$ cat config.mk
export PLATFORM = sky130hd
export DESIGN_NAME = rc4_encrypt_fsm
export DESIGN_NICKNAME = d
export VERILOG_FILES = /design/src/rtl/rc4_encrypt_fsm.sv
export SDC_FILE = /design/constraint.sdc
export NUM_CORES = 1
export LEC_CHECK = 0
export CORE_AREA = 10 10 157 86
export DETAILED_ROUTE_END_ITERATION = 6
export DIE_AREA = 0 0 167 96
export GPL_ROUTABILITY_DRIVEN = 0
export GPL_TIMING_DRIVEN = 0
export PLACE_DENSITY_LB_ADDON = 0.3
export SLEW_MARGIN = 25
export SYNTH_ARGS = -nofsm -noshare
export SYNTH_HDL_FRONTEND = slang
export SYNTH_SLANG_ARGS = --single-unit
export TNS_END_PERCENT = 100
$ cat constraint.sdc
create_clock -name clock -period 3.2 [get_ports clock]
set_input_delay 0.32 -clock clock [delete_from_list [all_inputs] [get_ports clock]]
set_output_delay 0.32 -clock clock [all_outputs]
set_load 0.02 [all_outputs]
$ cat src/rtl/rc4_encrypt_fsm.sv
// rc4_encrypt_fsm
//   Encrypts a MSG_LEN-byte plaintext with RC4 under a 24-bit key and writes
//   the ciphertext to an output RAM. The RC4 permutation lives in an external
//   256x8 S-RAM that this block initialises, scrambles (KSA) and then walks
//   (PRGA) to generate the keystream.
//
// Ports
//   clock       system clock, all logic on posedge
//   reset       synchronous active-high reset
//   start       one-cycle request, accepted only in IDLE or DONE
//   key         24-bit secret key, latched when start is accepted
//   busy        high while an encryption is in progress
//   done        high once the message is written, until the next start
//   s_address   S-RAM address
//   s_data      S-RAM write data
//   s_wren      S-RAM write enable
//   s_q         S-RAM read data (one cycle after s_address)
//   pt_address  plaintext RAM address
//   pt_q        plaintext read data (one cycle after pt_address)
//   ct_address  ciphertext RAM address
//   ct_data     ciphertext write data
//   ct_wren     ciphertext write enable
module rc4_encrypt_fsm #(
  parameter int MSG_LEN   = 32,
  parameter int KEY_BYTES = 3
) (
  input  logic        clock,
  input  logic        reset,
  input  logic        start,
  input  logic [23:0] key,
  output logic        busy,
  output logic        done,
  output logic [7:0]  s_address,
  output logic [7:0]  s_data,
  output logic        s_wren,
  input  logic [7:0]  s_q,
  output logic [4:0]  pt_address,
  input  logic [7:0]  pt_q,
  output logic [4:0]  ct_address,
  output logic [7:0]  ct_data,
  output logic        ct_wren
);

  localparam int KIDX_W = (KEY_BYTES > 1) ? $clog2(KEY_BYTES) : 1;

  typedef enum logic [4:0] {
    IDLE,
    INIT,
    KSA_RD_I,
    KSA_WT_I,
    KSA_J,
    KSA_WT_J,
    KSA_WR_I,
    KSA_WR_J,
    PRG_INC,
    PRG_WT_I,
    PRG_J,
    PRG_WT_J,
    PRG_WR_I,
    PRG_WR_J,
    PRG_RD_F,
    PRG_WT_F,
    PRG_WR_C,
    DONE
  } state_t;

  state_t state_q, state_d;

  logic [23:0]       key_q;
  logic [7:0]        i_q, j_q, si_q, sj_q, f_q, p_q;
  logic [4:0]        k_q;
  logic [KIDX_W-1:0] kidx_q;

  logic [7:0] key_byte;
  logic [7:0] j_ksa;
  logic [7:0] j_prg;
  logic [7:0] i_inc;
  logic       last_i;
  logic       last_k;
  logic       last_kidx;

  // kidx_q tracks i mod KEY_BYTES alongside i, so the key byte is a plain
  // mux rather than a divider.
  always_comb begin
    key_byte = '0;
    for (int b = 0; b < KEY_BYTES; b++) begin
      if (kidx_q == KIDX_W'(b)) key_byte = key_q[8*(KEY_BYTES-1-b) +: 8];
    end
  end

  // The new j is presented to the S-RAM in the same cycle it is computed,
  // so the read data arrives in the following wait state.
  always_comb begin
    j_ksa     = j_q + si_q + key_byte;
    j_prg     = j_q + si_q;
    i_inc     = i_q + 8'd1;
    last_i    = (i_q == 8'hFF);
    last_k    = (k_q == 5'(MSG_LEN - 1));
    last_kidx = (kidx_q == KIDX_W'(KEY_BYTES - 1));
  end

  always_ff @(posedge clock) begin
    if (reset) state_q <= IDLE;
    else       state_q <= state_d;
  end

  always_comb begin
    state_d = state_q;
    unique case (state_q)
      IDLE:     if (start) state_d = INIT;
      INIT:     if (last_i) state_d = KSA_RD_I;
      KSA_RD_I: state_d = KSA_WT_I;
      KSA_WT_I: state_d = KSA_J;
      KSA_J:    state_d = KSA_WT_J;
      KSA_WT_J: state_d = KSA_WR_I;
      KSA_WR_I: state_d = KSA_WR_J;
      KSA_WR_J: state_d = last_i ? PRG_INC : KSA_RD_I;
      PRG_INC:  state_d = PRG_WT_I;
      PRG_WT_I: state_d = PRG_J;
      PRG_J:    state_d = PRG_WT_J;
      PRG_WT_J: state_d = PRG_WR_I;
      PRG_WR_I: state_d = PRG_WR_J;
      PRG_WR_J: state_d = PRG_RD_F;
      PRG_RD_F: state_d = PRG_WT_F;
      PRG_WT_F: state_d = PRG_WR_C;
      PRG_WR_C: state_d = last_k ? DONE : PRG_INC;
      DONE:     if (start) state_d = INIT;
      default:  state_d = IDLE;
    endcase
  end

  // Datapath registers. The i==255 wrap in INIT leaves i at 0 for the KSA.
  always_ff @(posedge clock) begin
    if (reset) begin
      key_q  <= '0;
      i_q    <= '0;
      j_q    <= '0;
      k_q    <= '0;
      kidx_q <= '0;
      si_q   <= '0;
      sj_q   <= '0;
      f_q    <= '0;
      p_q    <= '0;
    end else begin
      unique case (state_q)
        IDLE, DONE: begin
          if (start) begin
            key_q <= key;
            i_q   <= '0;
          end
        end
        INIT: begin
          i_q <= i_inc;
          if (last_i) begin
            j_q    <= '0;
            kidx_q <= '0;
          end
        end
        KSA_WT_I: si_q <= s_q;
        KSA_J:    j_q  <= j_ksa;
        KSA_WT_J: sj_q <= s_q;
        KSA_WR_J: begin
          if (last_i) begin
            i_q <= '0;
            j_q <= '0;
            k_q <= '0;
          end else begin
            i_q    <= i_inc;
            kidx_q <= last_kidx ? '0 : kidx_q + KIDX_W'(1);
          end
        end
        PRG_INC:  i_q  <= i_inc;
        PRG_WT_I: si_q <= s_q;
        PRG_J:    j_q  <= j_prg;
        PRG_WT_J: sj_q <= s_q;
        PRG_WT_F: begin
          f_q <= s_q;
          p_q <= pt_q;
        end
        PRG_WR_C: if (!last_k) k_q <= k_q + 5'd1;
        default: ;
      endcase
    end
  end

  // Outputs are decoded from the state alone, so a reset returns every
  // address, data and enable to zero on the very next cycle. Read addresses
  // are held through each wait state for RAMs that re-sample them.
  always_comb begin
    busy       = 1'b1;
    done       = 1'b0;
    s_address  = '0;
    s_data     = '0;
    s_wren     = 1'b0;
    pt_address = '0;
    ct_address = '0;
    ct_data    = '0;
    ct_wren    = 1'b0;
    unique case (state_q)
      IDLE: busy = 1'b0;
      DONE: begin
        busy = 1'b0;
        done = 1'b1;
      end
      INIT: begin
        s_address = i_q;
        s_data    = i_q;
        s_wren    = 1'b1;
      end
      KSA_RD_I, KSA_WT_I, PRG_WT_I: s_address = i_q;
      KSA_J:                        s_address = j_ksa;
      KSA_WT_J, PRG_WT_J:           s_address = j_q;
      PRG_INC:                      s_address = i_inc;
      PRG_J:                        s_address = j_prg;
      KSA_WR_I, PRG_WR_I: begin
        s_address = i_q;
        s_data    = sj_q;
        s_wren    = 1'b1;
      end
      KSA_WR_J, PRG_WR_J: begin
        // When i==j this lands on the same cell as WR_I and leaves si there,
        // which is the correct result of swapping an entry with itself.
        s_address = j_q;
        s_data    = si_q;
        s_wren    = 1'b1;
      end
      PRG_RD_F, PRG_WT_F: begin
        s_address  = si_q + sj_q;
        pt_address = k_q;
      end
      PRG_WR_C: begin
        ct_address = k_q;
        ct_data    = f_q ^ p_q;
        ct_wren    = 1'b1;
      end
      default: ;
    endcase
  end

endmodule

# == Word-level counts from Yosys, hierarchy flattened ==
# Cells that the tools add are included.
# totals
romBits,0
ramBits,0
regBits,84
elab_cells,96
inputBits,43
mem_count,0
latch_bits,0
# op_classes
eq_ne,27
bitwise_logic,1
n_reduce_logical,23
multipliers,0
n_mux,29
shifts,0
add_sub_neg,6
order_cmp,0
div_mod_pow,0
# op_table
cell,n
$pmux 5 s17,1
$pmux 8 s3,3
$mux 8,7
$pmux 8 s6,1
$eq 5x4->1 const B,8
$mux 5,7
$add 8x8->8,3
$eq 5x3->1 const B,4
$reduce_or 2->1,8
$eq 5x5->1 const B,3
$eq 5x2->1 const B,2
$pmux 5 s2,1
$add 8x1->8 const B,1
$eq 8x8->1 const B,1
$ne 2x2->1 const B,4
$reduce_and 2->1,4
$xor 8x8->8,1
$mux 2,3
$reduce_and 3->1,2
$reduce_bool 3->1,2
$reduce_or 6->1,1
$add 5x1->5 const B,1
$eq 5x1->1 const B,1
$logic_not 5->1,1
11 further kinds,16

# == Depth between registers and ports, before layout ==
# Gate-level depths: netlist of run 1.
# depth
word_depth,6
depth_mapped,13
depth_no_buf,13

# == Least setup slack after synthesis of run 1 ==
# No wires, ideal clock.
# synth_timing
path_type,reg2out
from,reg j_q[0]
to,out s_address[7]
t_required_ps,2880
arrival_ps,2912
path_slack_ps,-32
stages_incl_launch_ff,13
path_cell_list,dfxtp_1 ha_1 fa_1 a21o_1 a21oi_1 o21ai_0 xor2_1 ha_1 or3_1 o22ai_1 xnor2_1 xnor2_1 o2111ai_1
# synth_between
elab_chain_cells,3
# synth_lines
item,line_no,source
start: declaration,70,"logic [7:0] i_q, j_q, si_q, sj_q, f_q, p_q;"
start signal: assignment,160,KSA_J: j_q <= j_ksa;
start signal: assignment,174,PRG_J: j_q <= j_prg;
$add 8x8->8 (*),"94, 95",
$add 8x8->8,94,j_ksa = j_q + si_q + key_byte;
$pmux 8 s6 (*),199,unique case (state_q)
end: declaration,33,"output logic [7:0] s_address,"
# Mark *: on every way between the ends. The rest lies on a longest branch, timed or not.

# == Final worst setup path of run 1 ==
# layout_timing
from,reg si_q[0]
to,out s_address[7]
# layout_between
elab_chain_cells,3
elab_cells_between_ends,4
classes_between,3 x add/sub; 1 x mux
# layout_lines
item,line_no,source
start: declaration,70,
start signal: assignment,159,KSA_WT_I: si_q <= s_q;
start signal: assignment,173,PRG_WT_I: si_q <= s_q;
$add 8x8->8,"94, 95",
$add 8x8->8,94,
$pmux 8 s6 (*),199,
# Marks and branches as above.

==> results.json, run 1 <==
{
  "netSwitchingFraction_pct": 27.6,
  "dieWidth_um": 167,
  "clockPowerShare_pct": 41.7,
  "max_stage_delay_ps": 370,
  "dp_slack_ps": -959,
  "io_buffers": 80,
  "yosys-top-cells-area": "dfxtp_1, nand2_1, a21oi_1",
  "vias": 5398,
  "syn-num-nets": 728,
  "total_power_mw": 2.71,
  "drive_above_1_share_pct": 16.3,
  "postLayoutCoreUtil_pct": 64.2,
  "skew_ps": 7.06,
  "mostFrequentLayoutCells": "nand2_1, a21oi_1, dfxtp_1",
  "antenna_found_initial": 0,
  "clock.fmax_ghz": 0.279,
  "startpoint_type": "flip-flop",
  "critPathSlowestCell": "or3_4",
  "via_per_inst": 5.87,
  "initial_core_util_pct": 47.9,
  "p_switching_uw": 748,
  "clkSlewWorstSetupHoldPaths_ps": 60,
  "grt_start_max_net_pins": 15,
  "seqPwrFrac_pct": 41.2,
  "wl_per_cell_um": 19.4,
  "rows": 27,
  "synth_seq_cells": 84,
  "dr.pass1.iters": 5,
  "grt_pass1_vias": 5114,
  "path_max_fanout": 3,
  "cts_inserted_buffers": 9,
  "htree_levels": 3,
  "synth_edf_count": 0,
  "area.growth.synth_to_final_pct": 34.0,
  "p_per_area_mw_per_mm2": 391,
  "netlist_instances": 658,
  "rsz0062_at_grt": "yes",
  "place_inst": 883,
  "async_flop_share_pct": 0,
  "arrival_ps": 3270,
  "setup_viol": 4,
  "die_y_um": 96,
  "grt_overflow": 0,
  "ant_nets": 0,
  "routed_wl_um": 17900,
  "hold_viol": 0,
  "syn_area_per_cell_sq_um": 7.85,
  "design.die.area_sq_mm": 0.0160,
  "crit_family": "compound AO/OA/AOI/OAI gates",
  "grt_pass1_wl_um": 26700,
  "maxCapViolCount": 0,
  "core_sq_mm": 0.0108,
  "tns_ps": -1010,
  "numClockSinks": 84,
  "worst-setup-path-type": "flip-flop to output port",
  "root_buffer": "clkbuf_16",
  "num_antenna_cells": 0,
  "cp-end-kind": "output port",
  "hpwl_um": 13200,
  "layout_min_cycle_time_ps": 3590,
  "instances_no_fill": 920,
  "ir_worst_vdd_mv": 0.218,
  "violations": "negative setup slack",
  "cts_tree": "done",
  "relSlewSlack_pct": 50.7,
  "final_nets": 841,
  "drc": 0,
  "leakage_nw": 2.82,
  "ys_warn_count": 0,
  "period_share_pct": 112,
  "timing.final.ws_setup_ps": -390,
  "path_cells": "ha_4, fa_2, a21o_1, a21oi_2, o21ai_2, xor2_2, ha_4, or3_4, o22ai_4, xnor2_2, xnor2_2, o2111ai_2, buf_6",
  "ioPinCount": 81,
  "drt_iter0_drc": 554,
  "critPathBufInv": 1,
  "final_common_cell": "nand2_1",
  "cts_buffer_depth": 2,
  "drv_slew": 0,
  "crit_required_ps": 2880,
  "hold_path.class": "flip-flop to flip-flop",
  "synth_top_area_share_pct": 32.6,
  "insertion_delay_ps": 350,
  "pwr-share-comb_pct": 17.0,
  "ys.flop_type": "dfxtp_1",
  "synth_area_leader_cell": "dfxtp_1",
  "p_int_mw": 1.96,
  "ys_seq_area_share_pct": 32.6,
  "grt.total_usage_pct": 20.6,
  "ys_types": 61,
  "syn_area_sq_mm": 0.00516,
  "status": "finished, violations left",
  "worst_pin_slew_ps": 736
}
sequential cells by signal (all words and copies together) (netlist names):
name and flops:
f_q 8, state_q 5, j_q 8, sj_q 8, i_q 8, si_q 8, p_q 8, key_q 24
k_q 5, kidx_q 2
metrics by stage:
stage | instance area, sq um | hold WS [ps]
CTS | 6650 | 457
finish | 6920 | 458
global placement | 6150 | 443
detailed placement | 6150 | 449
floorplan | 5170 | 410
global route | 6920 | 473
worst paths after layout:
check,from,end,slack [ps],depth (start not counted)
min reg2reg,key_q[19]$_SDFFE_PP0P_,key_q[19]$_SDFFE_PP0P_,460,2
max,si_q[0]$_SDFFE_PP0P_,s_address[7],-390,13
max reg2reg,si_q[0]$_SDFFE_PP0P_,j_q[7]$_SDFFE_PP0P_,100,15
min,key_q[19]$_SDFFE_PP0P_,key_q[19]$_SDFFE_PP0P_,460,2
layer usage:
metal,vias to the layer above,part of all wire [%],GRT usage (%)
met5,-,0,0
met4,0,1.7,4.43
met3,41,12,7.04
met2,288,42,31.1
met1,2553,44,28.1
li1,2516,-,-
power by group through the flow:
stage | Sequential (mW) | Combinational, mW | Clock, mW
after detailed placement | 1.13 | 0.400 | 0
after floorplan | 1.12 | 0.246 | 0
after global routing | 1.12 | 0.496 | 1.17
final | 1.12 | 0.460 | 1.13
after CTS | 1.11 | 0.425 | 1.13
after global placement | 1.13 | 0.385 | 0
cell usage after synthesis, drive strengths merged (3+ instances only):
cell and count:
nand2 130, dfxtp 84, a21oi 83, nor2 55
mux2i 32, o21ai 30, ha 24, buf 20
xnor2 20, clkbuf 19, and2 18, nor3 16
xor2 16, nand3 12, a21o 11, a22oi 11
nand2b 7, or3 7, inv 6, and3 5
a211oi 4, a221oi 4, o211ai 4, fa 3
nand3b 3, nand4 3, nor2b 3, o22ai 3
layout make-up:
type                    instances  area [sq um]
inverters                       7          26.3
fillers                       868          3860
flip-flops and latches         84          1690
repair buffers                102           951
well taps                     145           181
clock inverters                 6          90.1
multi-input cells             528          3550
plain buffers                  39           206
clock buffers                   9           225
what timing repair did:
item	CTS	global route
hold buffers	0	0
hold endpoints to repair	0	0
setup buffers	12	12
resized for setup	58	36
pin swaps	12	25
endpoints found under the setup margin	10	8
worst reg2reg max path: stages, from the launching register on:
cell and delay [ps]:
dfxtp_4 360, ha_4 160, fa_2 350, a21o_1 190, a21oi_2 180, o21ai_2 90
xor2_2 210, ha_4 180, or3_4 370, o22ai_4 150, xnor2_2 120, xnor2_2 170
buf_4 160, buf_4 120, buf_4 120, o22ai_2 90
logic make-up after synthesis:
kind of cell | after synthesis | share of synthesized area, %
adder cells (fa/ha/maj) | 27 | 6.98
buffers and inverters | 46 | 4.29
XOR/XNOR | 36 | 6.11
AND/OR/NAND/NOR | 265 | 24.0
AO/OA/AOI/OAI | 167 | 19.6
flip-flops | 84 | 32.6
multiplexers | 33 | 6.42
No activity file was read; power rests on OpenSTA's default activity.
==> inputs of run 2 (changes only) <==
--- a/config.mk
+++ b/config.mk
@@ -5,9 +5,9 @@
 export SDC_FILE = /design/constraint.sdc
 export NUM_CORES = 1
 export LEC_CHECK = 0
-export CORE_AREA = 10 10 157 86
+export CORE_AREA = 2 2 149 78
 export DETAILED_ROUTE_END_ITERATION = 6
-export DIE_AREA = 0 0 167 96
+export DIE_AREA = 0 0 151 80
 export GPL_ROUTABILITY_DRIVEN = 0
 export GPL_TIMING_DRIVEN = 0
 export PLACE_DENSITY_LB_ADDON = 0.3
==> run 2 against run 1 <==
The flow still finishes with violations (negative setup slack); cell area shrank 0.45%; clock skew shrank 1.3 ps; maximum frequency grew 1.3%; cell count shrank 0.43%; wire length shrank 6.1%; sequential power is essentially flat; sequential share of layout area grew 0.075 points; clock-buffer cell count grew 1; sequential cell count is the same; global-route usage grew 7.7 points; combinational power grew 0.9%; critical endpoint unchanged; largest cell class unchanged.
==> results.json, run 2 (synthesis results as in run 1) <==
{
  "status": "finished, violations left",
  "violations": "negative setup slack",
  "path_common_cell": "xnor2_2",
  "grt_start_max_net_pins": 16,
  "dp_slack_ps": -935,
  "nFillCells": 888,
  "regToRegEndpoint": "j_q[7]$_SDFFE_PP0P_",
  "rsz0062_at_grt": "yes",
  "instances_no_fill": 916,
  "drt_iter0_drc": 601,
  "worst-setup-path-type": "flip-flop to output port",
  "seq_area_sq_mm": 0.00169,
  "dr.pass1.iters": 5,
  "final_common_cell": "nand2_1",
  "cp-end-kind": "output port",
  "worst_pin_slew_ps": 728,
  "place_inst": 883,
  "die_y_um": 80,
  "relSlewSlack_pct": 51.5,
  "htree_levels": 3,
  "wl_met3_um": 1940,
  "hpwl_um": 12300,
  "arrival_ps": 3220,
  "setup_viol": 4,
  "dr.max_layer_used": "met4",
  "leakage_nw": 2.83,
  "cts_tree": "done",
  "critPathBufInv": 1,
  "ioPinCount": 81,
  "path_max_fanout": 4,
  "reg2reg_from": "si_q[0]$_SDFFE_PP0P_",
  "postLayoutCoreUtil_pct": 64.1,
  "design.die.area_sq_mm": 0.0121,
  "skew_ps": 5.73,
  "via_per_inst": 5.93,
  "hold_viol": 0,
  "multiInputGateArea_sq_mm": 0.00352,
  "cts-hold-fix-buffers": 0,
  "clkSlewWorstSetupHoldPaths_ps": 70,
  "ant_nets": 0,
  "p_per_area_mw_per_mm2": 389,
  "total_power_mw": 2.68,
  "wl_per_cell_um": 18.3,
  "r2r_slack_ps": -30,
  "hold_path.class": "flip-flop to flip-flop",
  "grt_pass1_vias": 5084,
  "worstRegToRegCells": 17,
  "hold_path_depth": 2,
  "mostFrequentLayoutCells": "nand2_1, a21oi_1, dfxtp_1",
  "initial_core_util_pct": 48.1,
  "root_buffer": "clkbuf_16",
  "maxCapViolCount": 0,
  "io_buffers": 80,
  "ir_worst_vdd_mv": 0.287,
  "vias": 5435,
  "grt_overflow": 0,
  "dieWidth_um": 151,
  "route.met2.wl_um": 6950,
  "worstHoldStart": "key_q[23]$_SDFFE_PP0P_",
  "hold_end": "key_q[23]$_SDFFE_PP0P_",
  "grt_pass1_wl_um": 26200,
  "drv_slew": 0,
  "met1_length_um": 7630,
  "num_antenna_cells": 0,
  "top_register": "key_q",
  "antenna_found_initial": 0,
  "cts_buffer_depth": 2,
  "crit_required_ps": 2880,
  "largest_reg_flops": 24,
  "rows": 27,
  "area.growth.synth_to_final_pct": 33.4,
  "startpoint_type": "flip-flop",
  "insertion_delay_ps": 340,
  "clock.fmax_ghz": 0.282,
  "cts_inserted_buffers": 9,
  "drive_above_1_share_pct": 14.9,
  "critPathSlowestCell": "fa_2",
  "final_nets": 836,
  "timing.final.ws_setup_ps": -342,
  "core_sq_mm": 0.0107,
  "drc": 0,
  "max_stage_delay_ps": 360,
  "crit_family": "adder cells",
  "numClockSinks": 84,
  "routed_wl_um": 16800,
  "period_share_pct": 111,
  "layout_min_cycle_time_ps": 3540,
  "grt.total_usage_pct": 28.4,
  "path_cells": "ha_4, fa_2, a21o_1, a21oi_2, xnor2_1, ha_1, nor3_1, nor2_1, o22ai_2, xnor2_2, xnor2_2, o2111ai_2, buf_6"
}
-- run 2: changes by cell type in the layout (fill, tap and decap cells not counted), moves of 2 or more --
cell,change
xor2_2,-2
nor2_1,+2
nor2_2,-2
o21ai_2,-4
buf_4,-9
buf_6,+5
inv_6,+2
ha_1,+2
o21ai_1,+2
clkbuf_2,-2
ha_4,-2
buf_2,-2
xor2_1,+2
-- run 2: what timing repair did --
action | CTS | global route
gates resized for setup | 63 | 29
setup endpoints to repair | 10 | 12
pin swaps | 12 | 15
buffers inserted | 14 | 4
-- run 2: area by class of cell --
cell class              count  share of cell area, %
clock inverters             6                   1.04
well taps                 145                   2.63
inverters                   7                  0.381
repair buffers             98                   13.9
plain buffers              38                   2.94
flip-flops and latches     84                   24.5
clock buffers              10                   3.47
multi-input cells         528                   51.1
-- run 2: worst max path at each step --
stage	start	to	slack, ps	cells past startpoint
finish	si_q[0]$_SDFFE_PP0P_	s_address[7]	-340	13
detailed placement	kidx_q[1]$_SDFFE_PP0P_	s_address[6]	-930	12
global route	si_q[0]$_SDFFE_PP0P_	s_address[7]	-400	14
global placement	kidx_q[1]$_SDFFE_PP0P_	s_address[6]	-830	12
CTS	si_q[0]$_SDFFE_PP0P_	s_address[7]	-290	13
floorplan	j_q[0]$_SDFFE_PP0P_	s_address[7]	80	12
-- run 2: layer usage --
layer	global-route usage, %	vias up
li1	-	2515
met1	40.8	2588
met2	41.8	298
met3	7.71	34
met4	7.10	0
met5	0	-
-- run 2: worst reg2reg max path: cells and delay by family, from the launching register on --
family	cells	cell delay (ps)
AND/OR/NAND/NOR	2	320
buffers and inverters	5	580
AO/OA/AOI/OAI	4	610
flip-flops	1	340
XOR/XNOR	3	460
adder cells (fa/ha/maj)	3	860
-- run 2: metrics by stage --
step	instance area, sq um	TNS, ps	hold slack [ps]
after detailed placement	6150	-4410	447
after floorplan	5170	0	410
after global placement	6150	-3740	442
after global routing	6890	-1030	471
final	6890	-652	461
after CTS	6730	-453	456
-- run 2: where the power goes --
| group | switching, mW | internal (mW) | leakage (nW) |
|---|---|---|---|
| sequential | 0.0364 | 1.08 | 0.684 |
| combinational | 0.261 | 0.203 | 2.00 |
| clock | 0.468 | 0.634 | 0.146 |
==> patch (settings of run 1) <==
The parameter `KEY_BYTES` goes from 3 to 6.
--- a/src/rtl/rc4_encrypt_fsm.sv
+++ b/src/rtl/rc4_encrypt_fsm.sv
@@ -24,3 +24,3 @@
   parameter int MSG_LEN   = 32,
-  parameter int KEY_BYTES = 3
+  parameter int KEY_BYTES = 6
 ) (
Check against the original RTL: same outputs for any inputs over 10 cycles, from zero or initial values and one cycle with reset high; that may be too few to reach the edited logic, so the function may still have changed.
==> patch against run 1 <==
  * The flow still finishes with violations (setup timing)
  * Sequential cell count increased by 1
  * Worst setup slack got worse by 0.044 ns
  * Design area increased by 1.1%
  * Power increased by 11%
  * Combinational power increased by 72%
  * Clock power decreased by 9%
  * Sequential power increased by 5%
  * Area after synthesis increased by 0.39%
  * Cell count increased by 1.6%
  * Synthesized cell count increased by 2.1%
  * Routed wire length decreased by 0.14%
  * Critical path type unchanged
  * Largest cell class unchanged
==> patch: results (changes against run 1) <==
stage,metric,value,unit,change
clock_tree,Root Buffer Master,clkbuf_16,,unchanged
clock_tree,clk_lat worst skew,0.35,ns,about the same
run_status,status,"finished, violations left",,unchanged
detailed_routing,routed length per instance,19.1,um,was 19.4 um
synthesis,post-synthesis mux area share,6.18,%,was 6.42%
detailed_routing,Via density,5.85,,was 5.87
detailed_routing,DRT Pass-1 Iters,5,,unchanged
synthesis,Async SR Flop Fraction,0,%,unchanged
global_routing,vias in the first global route,5156,,was 5114
clock_tree,Worst-path clk slew,0.07,ns,
finish,layout filler cell count,907,,was 868
finish,max FFs per register,24,,unchanged
worst_setup_path,worst r2r path cells,15,,unchanged
synthesis,sequential element share of the synthesized area,32.8,%,was 32.6%
finish,ratio of cells with drive above 1 in the final layout,16.1,%,was 16.3%
synthesis,syn nets,743,,was 728
global_routing,initial antenna violation count,0,,unchanged
worst_setup_path,arrival time worst endpoint,3.31,ns,was 3.27 ns
synthesis,Main synth FF type,dfxtp_1,,unchanged
worst_setup_path,crit path max fanout,3,,unchanged
timing,slew margin rel.,50.4,%,was 50.7%
synthesis,Compound-Gate Fraction of Synth Area,19.4,%,was 19.6%
placement,post-DP HPWL,13.4,mm,was 13.2 mm
finish,layout net count,856,,was 841
pwr,Comb pwr share,26.4,%,was 17.0%
timing,max-slew violations,0,,unchanged
synthesis,synth warn,0,,unchanged
hold_path,Worst Hold Depth,2,,unchanged
finish,most flop-heavy register,key_q,,unchanged
synthesis,largest cells by area after synthesis,"dfxtp_1, nand2_1, a21oi_1",,unchanged
clock_tree,clk buf depth,2,,unchanged
run_status,violated checks,setup timing,,unchanged
synthesis,top post-synthesis cells by count,"nand2_1, dfxtp_1, a21oi_1",,unchanged
timing,setup TNS,-1.01,ns,about the same
timing,"Setup violations, final",5,,was 4
pwr,maximum vdd drop,0.360,mV,was 0.218 mV
worst_setup_path,CP max-delay cell,dfxtp_4,,was or3_4
timing,Final WS setup,-0.434,ns,was -0.390 ns
detailed_routing,Iteration-0 DRC Markers,605,,was 554
worst_setup_path,CP max stage delay,0.38,ns,
global_routing,largest net degree at the start of global routing,18,,was 15
synthesis,adder-cell share of the synthesized area,7.19,%,was 6.98%
timing,Worst Clk Skew,0.00817,ns,was 0.00706 ns
hold_path,Hold Crit Class,reg2reg,,unchanged
synthesis,synth unique cells,59,,was 61
pwr,cell-internal power,1.98,mW,was 1.96 mW
worst_setup_path,Top delay family on crit path,compound AO/OA/AOI/OAI gates,,unchanged
global_routing,first-pass GRT wire length,27.1,mm,was 26.7 mm
synthesis,Synth Area in XOR/XNOR,5.91,%,was 6.11%
clock_tree,cts bufs inserted,9,,unchanged
placement,Port Buffers,80,,unchanged
clock_tree,H-tree lvl count,3,,unchanged
pwr,Leak Pwr,2.77,nW,was 2.82 nW
finish,number of diodes,0,,unchanged
global_routing,Overall Global Routing Usage,20.9,%,was 20.6%
## patch: cell types whose count changed after synthesis, sizes merged, moves of 5 or more
cell	delta
a21oi	-6
nand2	-7
buf	-8
clkbuf	+6
nor3	-7
inv	+9
a31oi	+5
nor2	+11
nand3	+7
## patch: power groups by stage
stage | sequential, mW | clock, mW | combinational [mW]
after floorplan | 1.18 | 0 | 0.486
after global placement | 1.20 | 0 | 0.711
after detailed placement | 1.20 | 0 | 0.733
after CTS | 1.18 | 1.04 | 0.749
after global routing | 1.19 | 1.09 | 0.856
final | 1.18 | 1.03 | 0.793
## patch: path summary, 6_finish.rpt
kind / startpoint / end / slack, ns
max: si_q[0]$_SDFFE_PP0P_ / s_address[7] / -0.43
min: key_q[10]$_SDFFE_PP0P_ / key_q[10]$_SDFFE_PP0P_ / 0.46
max reg2reg: si_q[0]$_SDFFE_PP0P_ / j_q[7]$_SDFFE_PP0P_ / 0.23
min reg2reg: key_q[10]$_SDFFE_PP0P_ / key_q[10]$_SDFFE_PP0P_ / 0.46
## patch: logic make-up after synthesis
kind of cell             Yosys count
AO/OA/AOI/OAI                    166
flip-flops                        85
multiplexers                      32
AND/OR/NAND/NOR                  273
buffers and inverters             53
adder cells (fa/ha/maj)           28
XOR/XNOR                          35
## patch: final cells by class
cell class              instances  share of cell area [%]
multi-input cells             534                    51.3
flip-flops and latches         85                    24.6
repair buffers                104                    14.0
clock buffers                   9                    3.22
well taps                     145                    2.59
plain buffers                  35                    2.47
clock inverters                 7                   0.912
inverters                      16                   0.858
## patch: through the flow
stage          worst slack (ns)  hold WS [ns]  area, um^2  power, mW  instances
3_5_place_dp              -1.10         0.446        6170       1.93        897
3_3_place_gp             -0.984         0.444        6170       1.91        897
6_report                 -0.434         0.457        7000       3.01        935
5_1_grt                  -0.574         0.477        7000       3.14        935
4_1_cts                  -0.402         0.457        6770       2.97        930
2_1_floorplan            0.0240         0.436        5190       1.67        672
## patch: repair_timing
item,in CTS,in global routing
pin swaps,19,13
setup endpoints to repair,13,16
resized for setup,81,43
hold buffers,0,0
cloned,0,0
buffers inserted,18,6
## patch: layer usage
metal / track usage [%] / vias to the layer above / wire [um]
met5: 0 / - / 0
met2: 31.3 / 272 / 7630
li1: - / 2567 / -
met3: 7.85 / 27 / 1990
met1: 28.2 / 2608 / 8010
met4: 4.14 / 0 / 221
## patch: worst reg2reg max path, stage by stage (launching register included)
cell and delay (ns):
dfxtp_4 0.38, ha_4 0.14, inv_2 0.04, fa_2 0.35, nor2b_2 0.13, o31a_1 0.20
o21ai_2 0.10, nand2_1 0.08, xor2_1 0.18, ha_1 0.28, a211o_1 0.29, o22ai_2 0.12
xnor2_1 0.10, xnor2_1 0.25, buf_4 0.16, o21ai_1 0.06
